### config.mk
export PLATFORM = sky130hd
export DESIGN_NAME = axonerve_wordcount_control_s_axi_flat
export DESIGN_NICKNAME = d
export VERILOG_FILES = /design/src/rtl/axonerve_wordcount_control_s_axi_if.sv /design/src/rtl/axonerve_wordcount_control_s_axi.sv /design/src/flat_wrapper.sv
export SDC_FILE = /design/constraint.sdc
export NUM_CORES = 1
export LEC_CHECK = 0
export CORE_ASPECT_RATIO = 0.9
export CORE_MARGIN = 2
export CORE_UTILIZATION = 38
export CTS_CLUSTER_DIAMETER = 80
export DETAILED_ROUTE_END_ITERATION = 8
export PLACE_DENSITY = 0.71
export SYNTH_ARGS = -nofsm -noshare
export SYNTH_HDL_FRONTEND = slang
export SYNTH_SLANG_ARGS = --single-unit
### constraint.sdc
create_clock -name ap_clk -period 1.35 [get_ports ap_clk]
set_input_delay 0.27 -clock ap_clk [delete_from_list [all_inputs] [get_ports ap_clk]]
set_output_delay 0.27 -clock ap_clk [all_outputs]
set_load 0.005 [all_outputs]
### src/rtl/axonerve_wordcount_control_s_axi_if.sv
// rtl/axonerve_wordcount_control_s_axi_if.sv - AXI4-Lite control bus between host and word-count kernel control block
interface axonerve_wordcount_control_s_axi_if #(
  parameter int ADDR_W = 6,
  parameter int DATA_W = 32
);
  logic                  awvalid;
  logic                  awready;
  logic [ADDR_W-1:0]     awaddr;
  logic                  wvalid;
  logic                  wready;
  logic [DATA_W-1:0]     wdata;
  logic [DATA_W/8-1:0]   wstrb;
  logic                  bvalid;
  logic                  bready;
  logic [1:0]            bresp;
  logic                  arvalid;
  logic                  arready;
  logic [ADDR_W-1:0]     araddr;
  logic                  rvalid;
  logic                  rready;
  logic [DATA_W-1:0]     rdata;
  logic [1:0]            rresp;

  modport master (
    output awvalid, awaddr, wvalid, wdata, wstrb, bready, arvalid, araddr, rready,
    input  awready, wready, bvalid, bresp, arready, rvalid, rdata, rresp
  );

  modport slave (
    input  awvalid, awaddr, wvalid, wdata, wstrb, bready, arvalid, araddr, rready,
    output awready, wready, bvalid, bresp, arready, rvalid, rdata, rresp
  );
endinterface

### src/rtl/axonerve_wordcount_control_s_axi.sv
// rtl/axonerve_wordcount_control_s_axi.sv - AXI4-Lite control registers and ap_ctrl_hs handshake for the word-count kernel
// Optional interrupt logic (GIE/IER/ISR, interrupt output) is built when AXONERVE_CTRL_IRQ_EN is defined.
module axonerve_wordcount_control_s_axi #(
  parameter int C_S_AXI_ADDR_WIDTH = 6,
  parameter int C_S_AXI_DATA_WIDTH = 32
) (
  input  logic                               ap_clk,
  input  logic                               areset,
  axonerve_wordcount_control_s_axi_if.slave  s_axi_control,
  output logic                               ap_start,
  input  logic                               ap_done,
  input  logic                               ap_idle,
  output logic [31:0]                        data_num,
  output logic [31:0]                        command,
  output logic [63:0]                        axi00_ptr0,
  output logic                               interrupt
);
  localparam logic [3:0] ADDR_CTRL     = 4'h0;
  localparam logic [3:0] ADDR_GIE      = 4'h1;
  localparam logic [3:0] ADDR_IER      = 4'h2;
  localparam logic [3:0] ADDR_ISR      = 4'h3;
  localparam logic [3:0] ADDR_DATA_NUM = 4'h4;
  localparam logic [3:0] ADDR_COMMAND  = 4'h6;
  localparam logic [3:0] ADDR_PTR_LO   = 4'h8;
  localparam logic [3:0] ADDR_PTR_HI   = 4'h9;

  typedef enum logic [1:0] {WIDLE, WDATA, WRESP} wstate_e;
  typedef enum logic       {RIDLE, RDATA}        rstate_e;

  wstate_e                         wstate_q;
  rstate_e                         rstate_q;
  logic                            awready_q;
  logic                            wready_q;
  logic                            bvalid_q;
  logic                            arready_q;
  logic                            rvalid_q;
  logic [C_S_AXI_ADDR_WIDTH-1:0]   awaddr_q;
  logic [C_S_AXI_DATA_WIDTH-1:0]   rdata_q;
  logic [31:0]                     rd_mux;

  logic                            ap_start_q;
  logic                            ap_start_d;
  logic                            ap_done_q;
  logic                            ap_done_d;
  logic                            auto_restart_q;
  logic [31:0]                     data_num_q;
  logic [31:0]                     command_q;
  logic [63:0]                     ptr_q;
  logic                            gie_rd;
  logic                            ier_rd;
  logic                            isr_rd;

  logic                            aw_hs;
  logic                            w_hs;
  logic                            ar_hs;
  logic [3:0]                      waddr_idx;
  logic [3:0]                      raddr_idx;
  logic                            unused_addr_bits;

  // Ready flags are only ever high in their idle/data state, so they double as state qualifiers.
  assign aw_hs     = s_axi_control.awvalid & awready_q;
  assign w_hs      = s_axi_control.wvalid  & wready_q;
  assign ar_hs     = s_axi_control.arvalid & arready_q;
  assign waddr_idx = awaddr_q[5:2];
  assign raddr_idx = s_axi_control.araddr[5:2];
  assign unused_addr_bits = ^{awaddr_q[1:0], s_axi_control.araddr[1:0]};

  function automatic logic [31:0] merge_bytes(input logic [31:0] old_val,
                                              input logic [31:0] new_val,
                                              input logic [3:0]  strb);
    logic [31:0] res;
    res = old_val;
    for (int b = 0; b < 4; b++) begin
      if (strb[b]) res[8*b +: 8] = new_val[8*b +: 8];
    end
    return res;
  endfunction

  always_ff @(posedge ap_clk) begin
    if (areset) begin
      wstate_q  <= WIDLE;
      awready_q <= 1'b0;
      wready_q  <= 1'b0;
      bvalid_q  <= 1'b0;
      awaddr_q  <= '0;
    end else begin
      case (wstate_q)
        WIDLE: begin
          if (aw_hs) begin
            awaddr_q  <= s_axi_control.awaddr;
            awready_q <= 1'b0;
            wready_q  <= 1'b1;
            wstate_q  <= WDATA;
          end else begin
            awready_q <= 1'b1;
          end
        end
        WDATA: begin
          if (w_hs) begin
            wready_q <= 1'b0;
            bvalid_q <= 1'b1;
            wstate_q <= WRESP;
          end
        end
        WRESP: begin
          if (s_axi_control.bready) begin
            bvalid_q  <= 1'b0;
            awready_q <= 1'b1;
            wstate_q  <= WIDLE;
          end
        end
        default: wstate_q <= WIDLE;
      endcase
    end
  end

  always_ff @(posedge ap_clk) begin
    if (areset) begin
      rstate_q  <= RIDLE;
      arready_q <= 1'b0;
      rvalid_q  <= 1'b0;
      rdata_q   <= '0;
    end else begin
      case (rstate_q)
        RIDLE: begin
          if (ar_hs) begin
            rdata_q   <= rd_mux;
            arready_q <= 1'b0;
            rvalid_q  <= 1'b1;
            rstate_q  <= RDATA;
          end else begin
            arready_q <= 1'b1;
          end
        end
        RDATA: begin
          if (s_axi_control.rready) begin
            rvalid_q  <= 1'b0;
            arready_q <= 1'b1;
            rstate_q  <= RIDLE;
          end
        end
        default: rstate_q <= RIDLE;
      endcase
    end
  end

  always_comb begin
    rd_mux = '0;
    case (raddr_idx)
      ADDR_CTRL:     rd_mux[7:0] = {auto_restart_q, 4'b0000, ap_idle, ap_done_q, ap_start_q};
      ADDR_GIE:      rd_mux[0]   = gie_rd;
      ADDR_IER:      rd_mux[0]   = ier_rd;
      ADDR_ISR:      rd_mux[0]   = isr_rd;
      ADDR_DATA_NUM: rd_mux      = data_num_q;
      ADDR_COMMAND:  rd_mux      = command_q;
      ADDR_PTR_LO:   rd_mux      = ptr_q[31:0];
      ADDR_PTR_HI:   rd_mux      = ptr_q[63:32];
      default:       rd_mux      = '0;
    endcase
  end

  // A start write in the same cycle as ap_done wins; a done pulse racing the status read keeps the bit set.
  always_comb begin
    ap_start_d = ap_start_q;
    if (ap_done && !auto_restart_q) ap_start_d = 1'b0;
    if (w_hs && waddr_idx == ADDR_CTRL && s_axi_control.wstrb[0] && s_axi_control.wdata[0])
      ap_start_d = 1'b1;
    ap_done_d = ap_done_q;
    if (ar_hs && raddr_idx == ADDR_CTRL) ap_done_d = 1'b0;
    if (ap_done) ap_done_d = 1'b1;
  end

  always_ff @(posedge ap_clk) begin
    if (areset) begin
      ap_start_q     <= 1'b0;
      ap_done_q      <= 1'b0;
      auto_restart_q <= 1'b0;
      data_num_q     <= '0;
      command_q      <= '0;
      ptr_q          <= '0;
    end else begin
      ap_start_q <= ap_start_d;
      ap_done_q  <= ap_done_d;
      if (w_hs) begin
        case (waddr_idx)
          ADDR_CTRL:     if (s_axi_control.wstrb[0]) auto_restart_q <= s_axi_control.wdata[7];
          ADDR_DATA_NUM: data_num_q   <= merge_bytes(data_num_q, s_axi_control.wdata, s_axi_control.wstrb);
          ADDR_COMMAND:  command_q    <= merge_bytes(command_q, s_axi_control.wdata, s_axi_control.wstrb);
          ADDR_PTR_LO:   ptr_q[31:0]  <= merge_bytes(ptr_q[31:0], s_axi_control.wdata, s_axi_control.wstrb);
          ADDR_PTR_HI:   ptr_q[63:32] <= merge_bytes(ptr_q[63:32], s_axi_control.wdata, s_axi_control.wstrb);
          default: ;
        endcase
      end
    end
  end

`ifdef AXONERVE_CTRL_IRQ_EN
  logic gie_q;
  logic gie_d;
  logic ier_q;
  logic ier_d;
  logic isr_q;
  logic isr_d;
  logic irq_q;

  always_comb begin
    gie_d = gie_q;
    ier_d = ier_q;
    isr_d = isr_q;
    if (w_hs && s_axi_control.wstrb[0]) begin
      case (waddr_idx)
        ADDR_GIE: gie_d = s_axi_control.wdata[0];
        ADDR_IER: ier_d = s_axi_control.wdata[0];
        ADDR_ISR: isr_d = isr_q ^ s_axi_control.wdata[0];
        default: ;
      endcase
    end
    if (ap_done && ier_q) isr_d = 1'b1;
  end

  always_ff @(posedge ap_clk) begin
    if (areset) begin
      gie_q <= 1'b0;
      ier_q <= 1'b0;
      isr_q <= 1'b0;
      irq_q <= 1'b0;
    end else begin
      gie_q <= gie_d;
      ier_q <= ier_d;
      isr_q <= isr_d;
      irq_q <= gie_d & isr_d;
    end
  end

  assign gie_rd    = gie_q;
  assign ier_rd    = ier_q;
  assign isr_rd    = isr_q;
  assign interrupt = irq_q;
`else
  assign gie_rd    = 1'b0;
  assign ier_rd    = 1'b0;
  assign isr_rd    = 1'b0;
  assign interrupt = 1'b0;
`endif

  assign s_axi_control.awready = awready_q;
  assign s_axi_control.wready  = wready_q;
  assign s_axi_control.bvalid  = bvalid_q;
  assign s_axi_control.bresp   = 2'b00;
  assign s_axi_control.arready = arready_q;
  assign s_axi_control.rvalid  = rvalid_q;
  assign s_axi_control.rdata   = rdata_q;
  assign s_axi_control.rresp   = 2'b00;

  assign ap_start   = ap_start_q;
  assign data_num   = data_num_q;
  assign command    = command_q;
  assign axi00_ptr0 = ptr_q;
endmodule
### src/flat_wrapper.sv
// flat-port wrapper written by rule: the top's interface ports become plain ports
module axonerve_wordcount_control_s_axi_flat 
#(
  parameter int C_S_AXI_ADDR_WIDTH = 6,
  parameter int C_S_AXI_DATA_WIDTH = 32
)
  (ap_clk, areset, ap_start, ap_done, ap_idle, data_num, command, axi00_ptr0, interrupt, s_axi_control_awvalid, s_axi_control_awaddr, s_axi_control_wvalid, s_axi_control_wdata, s_axi_control_wstrb, s_axi_control_bready, s_axi_control_arvalid, s_axi_control_araddr, s_axi_control_rready, s_axi_control_awready, s_axi_control_wready, s_axi_control_bvalid, s_axi_control_bresp, s_axi_control_arready, s_axi_control_rvalid, s_axi_control_rdata, s_axi_control_rresp);
  axonerve_wordcount_control_s_axi_if s_axi_control_i ();
  input  logic ap_clk;
  input  logic areset;
  output logic ap_start;
  input  logic ap_done;
  input  logic ap_idle;
  output logic [31:0] data_num;
  output logic [31:0] command;
  output logic [63:0] axi00_ptr0;
  output logic interrupt;
  input wire logic [$bits(s_axi_control_i.awvalid)-1:0] s_axi_control_awvalid;
  input wire logic [$bits(s_axi_control_i.awaddr)-1:0] s_axi_control_awaddr;
  input wire logic [$bits(s_axi_control_i.wvalid)-1:0] s_axi_control_wvalid;
  input wire logic [$bits(s_axi_control_i.wdata)-1:0] s_axi_control_wdata;
  input wire logic [$bits(s_axi_control_i.wstrb)-1:0] s_axi_control_wstrb;
  input wire logic [$bits(s_axi_control_i.bready)-1:0] s_axi_control_bready;
  input wire logic [$bits(s_axi_control_i.arvalid)-1:0] s_axi_control_arvalid;
  input wire logic [$bits(s_axi_control_i.araddr)-1:0] s_axi_control_araddr;
  input wire logic [$bits(s_axi_control_i.rready)-1:0] s_axi_control_rready;
  output wire logic [$bits(s_axi_control_i.awready)-1:0] s_axi_control_awready;
  output wire logic [$bits(s_axi_control_i.wready)-1:0] s_axi_control_wready;
  output wire logic [$bits(s_axi_control_i.bvalid)-1:0] s_axi_control_bvalid;
  output wire logic [$bits(s_axi_control_i.bresp)-1:0] s_axi_control_bresp;
  output wire logic [$bits(s_axi_control_i.arready)-1:0] s_axi_control_arready;
  output wire logic [$bits(s_axi_control_i.rvalid)-1:0] s_axi_control_rvalid;
  output wire logic [$bits(s_axi_control_i.rdata)-1:0] s_axi_control_rdata;
  output wire logic [$bits(s_axi_control_i.rresp)-1:0] s_axi_control_rresp;
  assign s_axi_control_i.awvalid = s_axi_control_awvalid;
  assign s_axi_control_i.awaddr = s_axi_control_awaddr;
  assign s_axi_control_i.wvalid = s_axi_control_wvalid;
  assign s_axi_control_i.wdata = s_axi_control_wdata;
  assign s_axi_control_i.wstrb = s_axi_control_wstrb;
  assign s_axi_control_i.bready = s_axi_control_bready;
  assign s_axi_control_i.arvalid = s_axi_control_arvalid;
  assign s_axi_control_i.araddr = s_axi_control_araddr;
  assign s_axi_control_i.rready = s_axi_control_rready;
  assign s_axi_control_awready = s_axi_control_i.awready;
  assign s_axi_control_wready = s_axi_control_i.wready;
  assign s_axi_control_bvalid = s_axi_control_i.bvalid;
  assign s_axi_control_bresp = s_axi_control_i.bresp;
  assign s_axi_control_arready = s_axi_control_i.arready;
  assign s_axi_control_rvalid = s_axi_control_i.rvalid;
  assign s_axi_control_rdata = s_axi_control_i.rdata;
  assign s_axi_control_rresp = s_axi_control_i.rresp;
  axonerve_wordcount_control_s_axi #(.C_S_AXI_ADDR_WIDTH(C_S_AXI_ADDR_WIDTH), .C_S_AXI_DATA_WIDTH(C_S_AXI_DATA_WIDTH)) u_core (.ap_clk(ap_clk), .areset(areset), .s_axi_control(s_axi_control_i), .ap_start(ap_start), .ap_done(ap_done), .ap_idle(ap_idle), .data_num(data_num), .command(command), .axi00_ptr0(axi00_ptr0), .interrupt(interrupt));
endmodule
==> results.md, run 1 <==
* Final HPWL DP at between 15 and 20 mm
* Largest stage delay on the critical path at about 360 ps
* Kind of critical path: register to register
* First-pass GRT wire length at 40.2 mm
* Failing checks: setup timing
* Worst-margin pin slew at 587 ps
* Clock Tree Buf Depth at 2
* Die X-Extent at 149 um
* DRT Pass-1 Iters at 8
* RSZ-0062 raised after global routing: true
* Peak supply drop at 0.812 mV
* Final Max Tran Viols at 0
* Library cells used by synthesis at 39
* Maxcap violations at 0
* Starting Density at 39.0%
* ANT cells at 0
* CTS buffer count at 17
* Post-Layout Cell Count at 1376
* Seq/Total Area, Yosys at approximately half
* Root Driver: clkbuf_16
* Syn Area/Cell at 8.67 um2
* Vias in the first global route at roughly 7300
* Synth Register Bits at 175
* Fill cell count at 1545
* Area growth, synth to finish at 63.4%
* Fin crit period at approximately 1500 ps
* Overflow after GRT at 0
* Main flop type after synthesis: dfxtp_1
* CP cell instances: buf_6 -> nor4bb_4 -> buf_4 -> buf_12 -> buf_12 -> nand3_1 -> a21oi_1
* Routed wire per std cell at 20.0 um
* Fin nets at 1175
* CP top delay family: buffers and inverters
* Crit share post-route at 114%
* Clock latency on the worst-skew pair at 430 ps
* Total track usage at 25.7%
* CTS tree: built
* Crit Path Max Fanout at 8
* CP required at 1700 ps
* Final setup fails at 117
* Clock Skew at roughly 7.6 ps
* CTS sink count at 175
* Crit end category: register
* Leakage at 4.92 nW
* Final ANT Viol Nets at 0
* Post-Syn Area at approximately 0.0072 mm2
* Placer congestion estimate at 0.844
* I/O pins at 228
* Die height at 135 um
* Pwr per Cell Area at roughly 940 mW/mm2
* Crit path DAT at 1900 ps
* Slew HR at 60.9%
* EDFF count, synth at 0
* FFs w/ async S/R, synth at 0%
* Max frequency at 648 MHz
* Mapped Cells at ~830
* Initial antenna violation count at 0
* Die area at 0.0201 mm2
* Post-route setup slack at -194 ps
* CTS clk-pin slew, worst paths at 60 ps
* DP Worst Slack at -698 ps
* H-tree depth at 4
* Dpl cells at 1300
* Outcome: finished, violations left
* Routed wire length at 27.5 mm
* Share of layout cells above drive strength 1 at roughly two fifths
* Core footprint at between 0.015 and 0.02 mm2
* Drc violations at 0
* Buf/Inv on CP at 4
* # rows at 47
* Yosys warning count at 0
* Total number of vias at 7720
* Pin count of the biggest net entering global routing at 112
* Hold Path Class: input port to register
* Crit-path most repeated cell: buf_12
* Critical Path Start Type: register
* CP max-delay cell: nor4bb_4
* Final Hold Fails at 0
* Drt first-iter violations at 732
* Vias per cell at roughly 5.6
* IO buf count at 218
* Cts-stage hold buffer count at 0
## path summary, 6_finish.rpt
kind                                                                  from                                         end  slack [ps]  depth (start not counted)
worst max-delay path                       u_core.awaddr_q[5]$_SDFFE_PP0P_              u_core.command[7]$_SDFFE_PP0P_        -190                          7
worst min-delay path                                  s_axi_control_wvalid    u_core.s_axi_control.wready$_SDFFE_PP0P_         300                          4
worst max register to register             u_core.awaddr_q[5]$_SDFFE_PP0P_              u_core.command[7]$_SDFFE_PP0P_        -190                          7
worst min register to register  u_core.s_axi_control.rdata[3]$_SDFFE_PP0P_  u_core.s_axi_control.rdata[3]$_SDFFE_PP0P_         460                          2
## cell families (layout without fill, tap and decap cells)
group | count (synthesis) | count (layout) | synth area share (%)
and+or+nand+nor | 327 | 330 | 22.4
buffers and inverters | 76 | 367 | 5.10
AOI/OAI and AO/OA | 217 | 217 | 18.8
DFF | 175 | 175 | 48.5
other | 1 | 5 | 0.0520
muxes | 37 | 37 | 5.13
## power by group
| part | leakage (nW) | total (mW) | switching (mW) | internal, mW |
|---|---|---|---|---|
| combinational | 3.15 | 0.996 | 0.562 | 0.435 |
| clock | 0.278 | 4.89 | 2.06 | 2.82 |
| sequential | 1.49 | 5.23 | 0.0345 | 5.20 |
| total | 4.92 | 11.1 | 2.66 | 8.46 |
## sequential cells by signal, indices dropped and copies added, names as in the netlist, 2 cells and up
name and count:
u_core.awaddr_q 4, u_core.command 32, u_core.data_num 32, u_core.s_axi_control.rdata 32, u_core.axi00_ptr0 64, u_core.wstate_q 2
## timing repair
| item | CTS | global route |
|---|---|---|
| setup buffers | 39 | 4 |
| resized for setup | 413 | 152 |
| cloned | 3 | 1 |
| pin swaps | 34 | 57 |
| endpoints found under the setup margin | 328 | 198 |
## placed cells by master, fill, tap and decap left out, types with 9 or more instances in the layout
master	count
a22o_1	36
buf_12	15
nand2_4	13
buf_6	26
a21oi_1	82
a222oi_1	23
nor2_1	49
nand3_4	9
nand3b_1	33
buf_4	68
clkbuf_2	10
clkbuf_16	17
dfxtp_2	145
clkdlybuf4s15_1	17
nand3_1	55
nand2_2	19
dlygate4sd2_1	143
a21oi_2	38
clkdlybuf4s50_1	45
mux2i_1	37
o21ai_1	23
nand3_2	33
nand2_1	84
dfxtp_1	28
## final cells by class
type	count	area, um2	area share [%]
Multi-Input combinational cell	589	4100	34.7
Sequential cell	175	3690	31.3
Timing Repair Buffer	331	3110	26.4
Clock buffer	23	468	3.97
Tap cell	245	307	2.60
Clock inverter	9	108	0.912
Inverter	4	15.0	0.127
## layer usage
| metal | up-vias | global-route usage [%] | wire length [um] | part of all wire (%) |
|---|---|---|---|---|
| met1 | 3688 | 35.4 | 11700 | 42 |
| met4 | 0 | 8.25 | 458 | 1.7 |
| met2 | 418 | 39.6 | 12900 | 47 |
| met3 | 47 | 6.76 | 2510 | 9.1 |
| li1 | 3567 | - | - | - |
| met5 | - | 0 | 0 | 0 |
## tightest hold or removal path: cells and delay by family
kind                   cells  cell delay (ps)
AOI/OAI and AO/OA          1               60
and+or+nand+nor            2              180
buffers and inverters      1              190
## synth_stat cells, drive strengths merged, types with 23 or more instances
library cell	n	area share (%)
a21oi	120	8.3
a222oi	23	3.2
a22o	36	4.4
buf	38	3.1
clkbuf	34	1.8
dfxtp	175	49
mux2i	37	5.1
nand2	120	6.3
nand3	97	6.7
nand3b	33	3.4
nor2	50	2.6
o21ai	30	2.1
## per-stage QoR
| stage | hold slack (ps) | utilization, % | total power [mW] | instance area, um2 | setup TNS [ps] |
|---|---|---|---|---|---|
| global placement | 446 | 54.4 | 6.18 | 10100 | -78450 |
| finish | 298 | 63.7 | 11.1 | 11800 | -13130 |
| global route | 326 | 63.7 | 11.4 | 11800 | -20570 |
| floorplan | 387 | - | 5.69 | 7240 | -1520 |
| detailed placement | 453 | 54.4 | 6.18 | 10100 | -82070 |
| CTS | 314 | 61.1 | 11.1 | 11300 | -8130 |
No activity file was read; power rests on OpenSTA's default activity.
==> run 2: changes to the inputs <==
Settings changed: PLACE_DENSITY 0.71 to unset, PLACE_DENSITY_LB_ADDON set to 0.25.
==> run 2 against run 1 <==
  * The flow still finishes with violations (setup timing)
  * Sequential power hardly changed
  * First-iteration DRC count rose by 1.2%
  * Setup slack got worse by 9.4 ps
  * Wire length grew 1.4%
  * Maximum frequency is 0.60% lower
  * Clock power about the same
  * Clock-buffer cell count increased by 1
  * Critical path type unchanged
  * Largest power group unchanged
==> results.md, run 2 (same netlist as run 1, synthesis figures left out) <==
* Overflow after GRT at 0 (unchanged)
* # rows at 47 (unchanged)
* Fin crit period at 1550 ps (+9.39 ps)
* Register-to-register setup slack at -200 ps (about the same)
* Final Max Tran Viols at 0 (unchanged)
* Final HPWL DP at 17.8 mm (+0.89%)
* Most frequent cells in the layout: dlygate4sd2_1 (149), dfxtp_2 (140), a21oi_1 (84), nand2_1 (79), buf_4 (75)
* Die X-Extent at 149 um (unchanged)
* Routed wire length at 27.9 mm (+1.4%)
* Clock latency on the worst-skew pair at 430 ps (about the same)
* Total track usage at 26.6% (+0.84 points)
* Outcome: finished, violations left
* Initial antenna violation count at 0 (unchanged)
* Launch point of the worst path: u_core.awaddr_q[3]$_SDFFE_PP0P_
* Pwr per Cell Area at 926 mW/mm2 (-1.8%)
* Worst-margin pin slew at 535 ps (-52.0 ps)
* Routed wire per std cell at 20.1 um (+0.31%)
* Crit share post-route at 115% (+0.70 points)
* Die area at 0.0201 mm2 (unchanged)
* Crit Path Max Fanout at 8 (unchanged)
* R2r startpoint: u_core.awaddr_q[3]$_SDFFE_PP0P_
* Crit end category: register
* Drt first-iter violations at 741 (+1.2%)
* CTS buffer count at 17 (unchanged)
* Post-route setup slack at -203 ps (-9.39 ps)
* Number of flip-flops in the largest register at 64 (unchanged)
* Core footprint at 0.0185 mm2 (unchanged)
* Failing checks: setup timing
* Hold Path Class: input port to register
* Root Driver: clkbuf_16
* Clock Tree Buf Depth at 2 (unchanged)
* Starting Density at 39.0% (unchanged)
* TNS Setup at -14290 ps (-1170 ps)
* First-pass GRT wire length at 41.3 mm (+2.6%)
* Total number of vias at 7788 (+0.88%)
* DRT Pass-1 Iters at 6 (-2)
* Vias in the first global route at 7373 (+1.7%)
* Final ANT Viol Nets at 0 (unchanged)
* CP required at 1660 ps (-40 ps)
* Critical Path Start Type: register
* Area after DPL at 0.0101 mm2 (+0.77%)
* Final setup fails at 124 (+6.0%)
* CTS clk-pin slew, worst paths at 60 ps (about the same)
* Drc violations at 0 (unchanged)
* Crit path DAT at 1870 ps (-30 ps)
* Kind of critical path: register to register
* Final Hold Fails at 0 (unchanged)
* RSZ-0062 raised after global routing: true
* ANT cells at 0 (unchanged)
* Peak supply drop at 0.780 mV (-4.0%)
* Design Power at 11.1 mW (+0.30%)
* H-tree depth at 4 (unchanged)
* Die height at 135 um (unchanged)
* IO buf count at 218 (unchanged)
* CTS tree: built
* Placer congestion estimate at 0.886 (+5.0%)
* Critical Path End: u_core.axi00_ptr0[48]$_SDFFE_PP0P_
* Share of layout cells above drive strength 1 at 40.9% (+1.9 points)
* Pin count of the biggest net entering global routing at 79 (-29%)
* Leakage at 5.02 nW (+2.2%)
* I/O pins at 228 (unchanged)
* Max frequency at 644 MHz (-0.60%)
* Area growth, synth to finish at 66.9%
* CTS sink count at 175 (unchanged)
* Fin nets at 1190 (+1.3%)
* Clock Skew at 9.48 ps (+1.84 ps)
* DP Worst Slack at -637 ps (+61.1 ps)
* Maxcap violations at 0 (unchanged)
* R2R depth at 5 (-2)
* Vias per cell at 5.60 (-0.21%)
* Worst R2R End: u_core.axi00_ptr0[48]$_SDFFE_PP0P_
* Slew HR at 64.3% (+3.5 points)
* Post-route cell area at 0.0120 mm2 (+2.1%)
* Most common cell after layout, fill and taps aside: dlygate4sd2_1
[run 2: cell count changes in the layout (fill, tap and decap cells not counted), sizes merged]
| cell | before | now |
|---|---|---|
| dlygate4sd2 | 143 | 149 |
| clkdlybuf4s50 | 45 | 46 |
| buf | 115 | 129 |
| clkdlybuf4s15 | 17 | 13 |
| bufinv | 2 | 1 |
| clkinvlp | 2 | 3 |
| inv | 5 | 4 |
| dlymetal6s2s | 1 | 0 |
[run 2: repair_timing]
action                     4_1_cts  5_1_grt
hold buffers                     0        0
resized for setup              434      143
setup endpoints to repair      315      182
buffers inserted                46        3
pin swaps                       41       67
hold endpoints to repair         0        0
gates cloned                     3        1
[run 2: worst min-delay path by stage]
stage	startpoint	end	slack (ps)	cells past startpoint
after floorplan	ap_done	u_core.ap_done_q$_SDFFE_PP0P_	390	2
after global placement	u_core.s_axi_control.rdata[5]$_SDFFE_PP0P_	u_core.s_axi_control.rdata[5]$_SDFFE_PP0P_	440	2
after detailed placement	u_core.s_axi_control.rdata[6]$_SDFFE_PP0P_	u_core.s_axi_control.rdata[6]$_SDFFE_PP0P_	450	2
after CTS	areset	u_core.axi00_ptr0[45]$_SDFFE_PP0P_	340	3
after global routing	areset	u_core.s_axi_control.rdata[10]$_SDFFE_PP0P_	360	3
final	areset	u_core.axi00_ptr0[45]$_SDFFE_PP0P_	360	3
[run 2: layout make-up]
type	instances	area [um2]
Clock buffer	24	502
Clock inverter	8	80.1
Fill cell	1553	6480
Inverter	4	15.0
Multi-Input combinational cell	589	4160
Sequential cell	175	3690
Tap cell	245	307
Timing Repair Buffer	346	3290
[run 2: metrics by stage]
step	hold WS [ps]	util [%]	std cells
after floorplan	387	-	837
after global placement	444	54.8	1307
after detailed placement	448	54.8	1307
after CTS	342	62.4	1388
after global routing	357	65.0	1391
final	365	65.0	1391
[run 2: routing by layer]
| metal | GRT usage (%) | up-vias | routed length [um] |
|---|---|---|---|
| met5 | 0 | - | 0 |
| met2 | 42.1 | 391 | 13100 |
| met1 | 36.4 | 3753 | 11800 |
| met4 | 8.57 | 0 | 478 |
| li1 | - | 3602 | - |
| met3 | 5.71 | 42 | 2470 |
[run 2: critical path, stage by stage, from the launching register on]
cell and delay (ps):
dfxtp_4 370, and4bb_2 390, and2_1 190, buf_12 150, mux2i_1 270, nor2_1 60
[run 2: report_power, final]
group          switching (mW)  total [mW]  internal (mW)
clock network            2.08        4.87           2.79
registers              0.0366        5.23           5.19
logic                   0.578        1.05          0.470
total                    2.70        11.1           8.45
==> run 3: changes to the inputs <==
Clock period 1.35 ns to 1.34 ns, I/O delays scaled along.
==> run 3 against run 2 <==
  * The run still ends with setup timing left
  * Wire length grew 2.6%
  * Final cell count up 0.43%
  * Core utilization grew 1.5 points
  * Combinational power rose by 7%
  * Sequential share of layout area shrank 0.59 points
  * Final area increased by 2.3%
  * Setup slack got worse by 63 ps
  * Via count is 1.4% higher
  * Largest cell class unchanged
==> results.md, run 3 (same netlist as run 1, synthesis figures left out) <==
* Maxcap violations at 0 (unchanged)
* Root Driver: clkbuf_16
* ANT cells at 0 (unchanged)
* Vias per cell at 5.65 (+0.93%)
* DRT Pass-1 Iters at 6 (unchanged)
* Crit Path Max Fanout at 5 (-3)
* Max frequency at 623 MHz (-3.3%)
* Critical Path Start Type: register
* Clock latency on the worst-skew pair at 440 ps (about the same)
* Starting Density at 39.0% (unchanged)
* Clock Tree Buf Depth at 2 (unchanged)
* Crit share post-route at 120% (+4.8 points)
* Drt first-iter violations at 760 (+2.6%)
* CTS sink count at 175 (unchanged)
* Outcome: finished, violations left
* Area growth, synth to finish at 70.7%
* Most common cell after layout, fill and taps aside: dlygate4sd2_1
* Worst-margin pin slew at 522 ps (-12.7 ps)
* Routed wire per std cell at 20.5 um (+2.1%)
* Initial antenna violation count at 1 (+1)
* Slew HR at 65.2% (+0.85 points)
* I/O pins at 228 (unchanged)
* Crit path DAT at 1950 ps (+80 ps)
* Total track usage at 26.8% (+0.20 points)
* Share of layout cells above drive strength 1 at 42.4% (+1.4 points)
* Pin count of the biggest net entering global routing at 106 (+34%)
* Post-route setup slack at -266 ps (-63.4 ps)
* Total number of vias at 7894 (+1.4%)
* Post-route cell area at 0.0123 mm2 (+2.3%)
* CP required at 1680 ps (+20 ps)
* DP Worst Slack at -701 ps (-64.6 ps)
* Die height at 135 um (unchanged)
* Final setup fails at 127 (+2.4%)
* Fin crit period at 1610 ps (+53.4 ps)
* Placer congestion estimate at 0.849 (-4.2%)
* CTS buffer count at 17 (unchanged)
* Pwr per Cell Area at 931 mW/mm2 (+0.57%)
* Kind of critical path: register to register
* Leakage at 5.13 nW (+2.0%)
* Cts-stage hold buffer count at 0 (unchanged)
* # rows at 47 (unchanged)
* Die area at 0.0201 mm2 (unchanged)
* Fill cell count at 1444 (-7.0%)
* Worst hold slack at 356 ps (-8.52 ps)
* Hold Path Class: input port to register
* Overflow after GRT at 0 (unchanged)
* Core footprint at 0.0185 mm2 (unchanged)
* Final Max Tran Viols at 0 (unchanged)
* Most frequent cells in the layout: dlygate4sd2_1 (150), dfxtp_2 (148), a21oi_1 (83), buf_4 (83), nand2_1 (79)
* Final HPWL DP at 17.3 mm (-2.5%)
* Fin nets at 1200 (+0.84%)
* Number of flip-flops in the largest register at 64 (unchanged)
* Vias in the first global route at 7390 (+0.23%)
* Failing checks: setup timing
* Clock Skew at 12.2 ps (+2.74 ps)
* Post-layout util at 66.5% (+1.5 points)
* Final Hold Fails at 0 (unchanged)
* Crit end category: register
* Peak supply drop at 0.867 mV (+11%)
* H-tree depth at 4 (unchanged)
* Die X-Extent at 149 um (unchanged)
* Final ANT Viol Nets at 0 (unchanged)
* Area after DPL at 0.0102 mm2 (+0.53%)
* First-pass GRT wire length at 41.8 mm (+1.2%)
* CTS clk-pin slew, worst paths at 60 ps (about the same)
* CTS tree: built
* RSZ-0062 raised after global routing: true
* Routed wire length at 28.6 mm (+2.6%)
* Drc violations at 0 (unchanged)
* IO buf count at 218 (unchanged)
-- run 3: where the power goes --
group	switching (mW)	internal [mW]
Clock	2.05	3.02
Combinational	0.604	0.519
Sequential	0.0356	5.23
-- run 3: layout make-up --
cell class / instances / area, um2 / share of cell area, %
repair buffers: 356 / 3490 / 28.4
well taps: 245 / 307 / 2.49
clock inverters: 8 / 115 / 0.934
multi-input cells: 589 / 4220 / 34.2
flip-flops and latches: 175 / 3700 / 30.1
inverters: 4 / 15.0 / 0.122
clock buffers: 20 / 467 / 3.79
-- run 3: final timing paths --
path | start | slack (ps) | to | cells after the start
min reg2reg | u_core.s_axi_control.rdata[6]$_SDFFE_PP0P_ | 450 | u_core.s_axi_control.rdata[6]$_SDFFE_PP0P_ | 2
min | areset | 360 | u_core.axi00_ptr0[6]$_SDFFE_PP0P_ | 3
max | u_core.awaddr_q[4]$_SDFFE_PP0P_ | -270 | u_core.axi00_ptr0[29]$_SDFFE_PP0P_ | 7
max reg2reg | u_core.awaddr_q[4]$_SDFFE_PP0P_ | -270 | u_core.axi00_ptr0[29]$_SDFFE_PP0P_ | 7
-- run 3: what timing repair did --
| action | 4_1_cts | 5_1_grt |
|---|---|---|
| resized for setup | 464 | 142 |
| pin swaps | 49 | 80 |
| hold endpoints to repair | 0 | 0 |
| cloned | 5 | 1 |
| endpoints found under the setup margin | 327 | 178 |
| buffers inserted | 52 | 9 |
-- run 3: routing by layer --
metal | vias up | routed length, um | global-route usage [%]
met5 | - | 20 | 0
met4 | 2 | 490 | 7.51
met3 | 48 | 2660 | 6.28
met2 | 410 | 13300 | 41.9
met1 | 3813 | 12100 | 37.1
li1 | 3621 | - | -
-- run 3: worst max-delay path: stages, from the launching register on --
cell     delay [ps]
dfxtp_4         350
buf_6           120
nor4b_4         310
buf_12          170
buf_8           140
buf_6           130
nand3_1          80
a21oi_1         210
-- run 3: per-stage QoR --
step	TNS, ps	total power [mW]	std cells
floorplan	-1720	5.73	837
global placement	-70600	6.25	1309
detailed placement	-74860	6.25	1309
CTS	-15280	11.3	1390
global route	-24980	11.8	1397
finish	-16480	11.5	1397
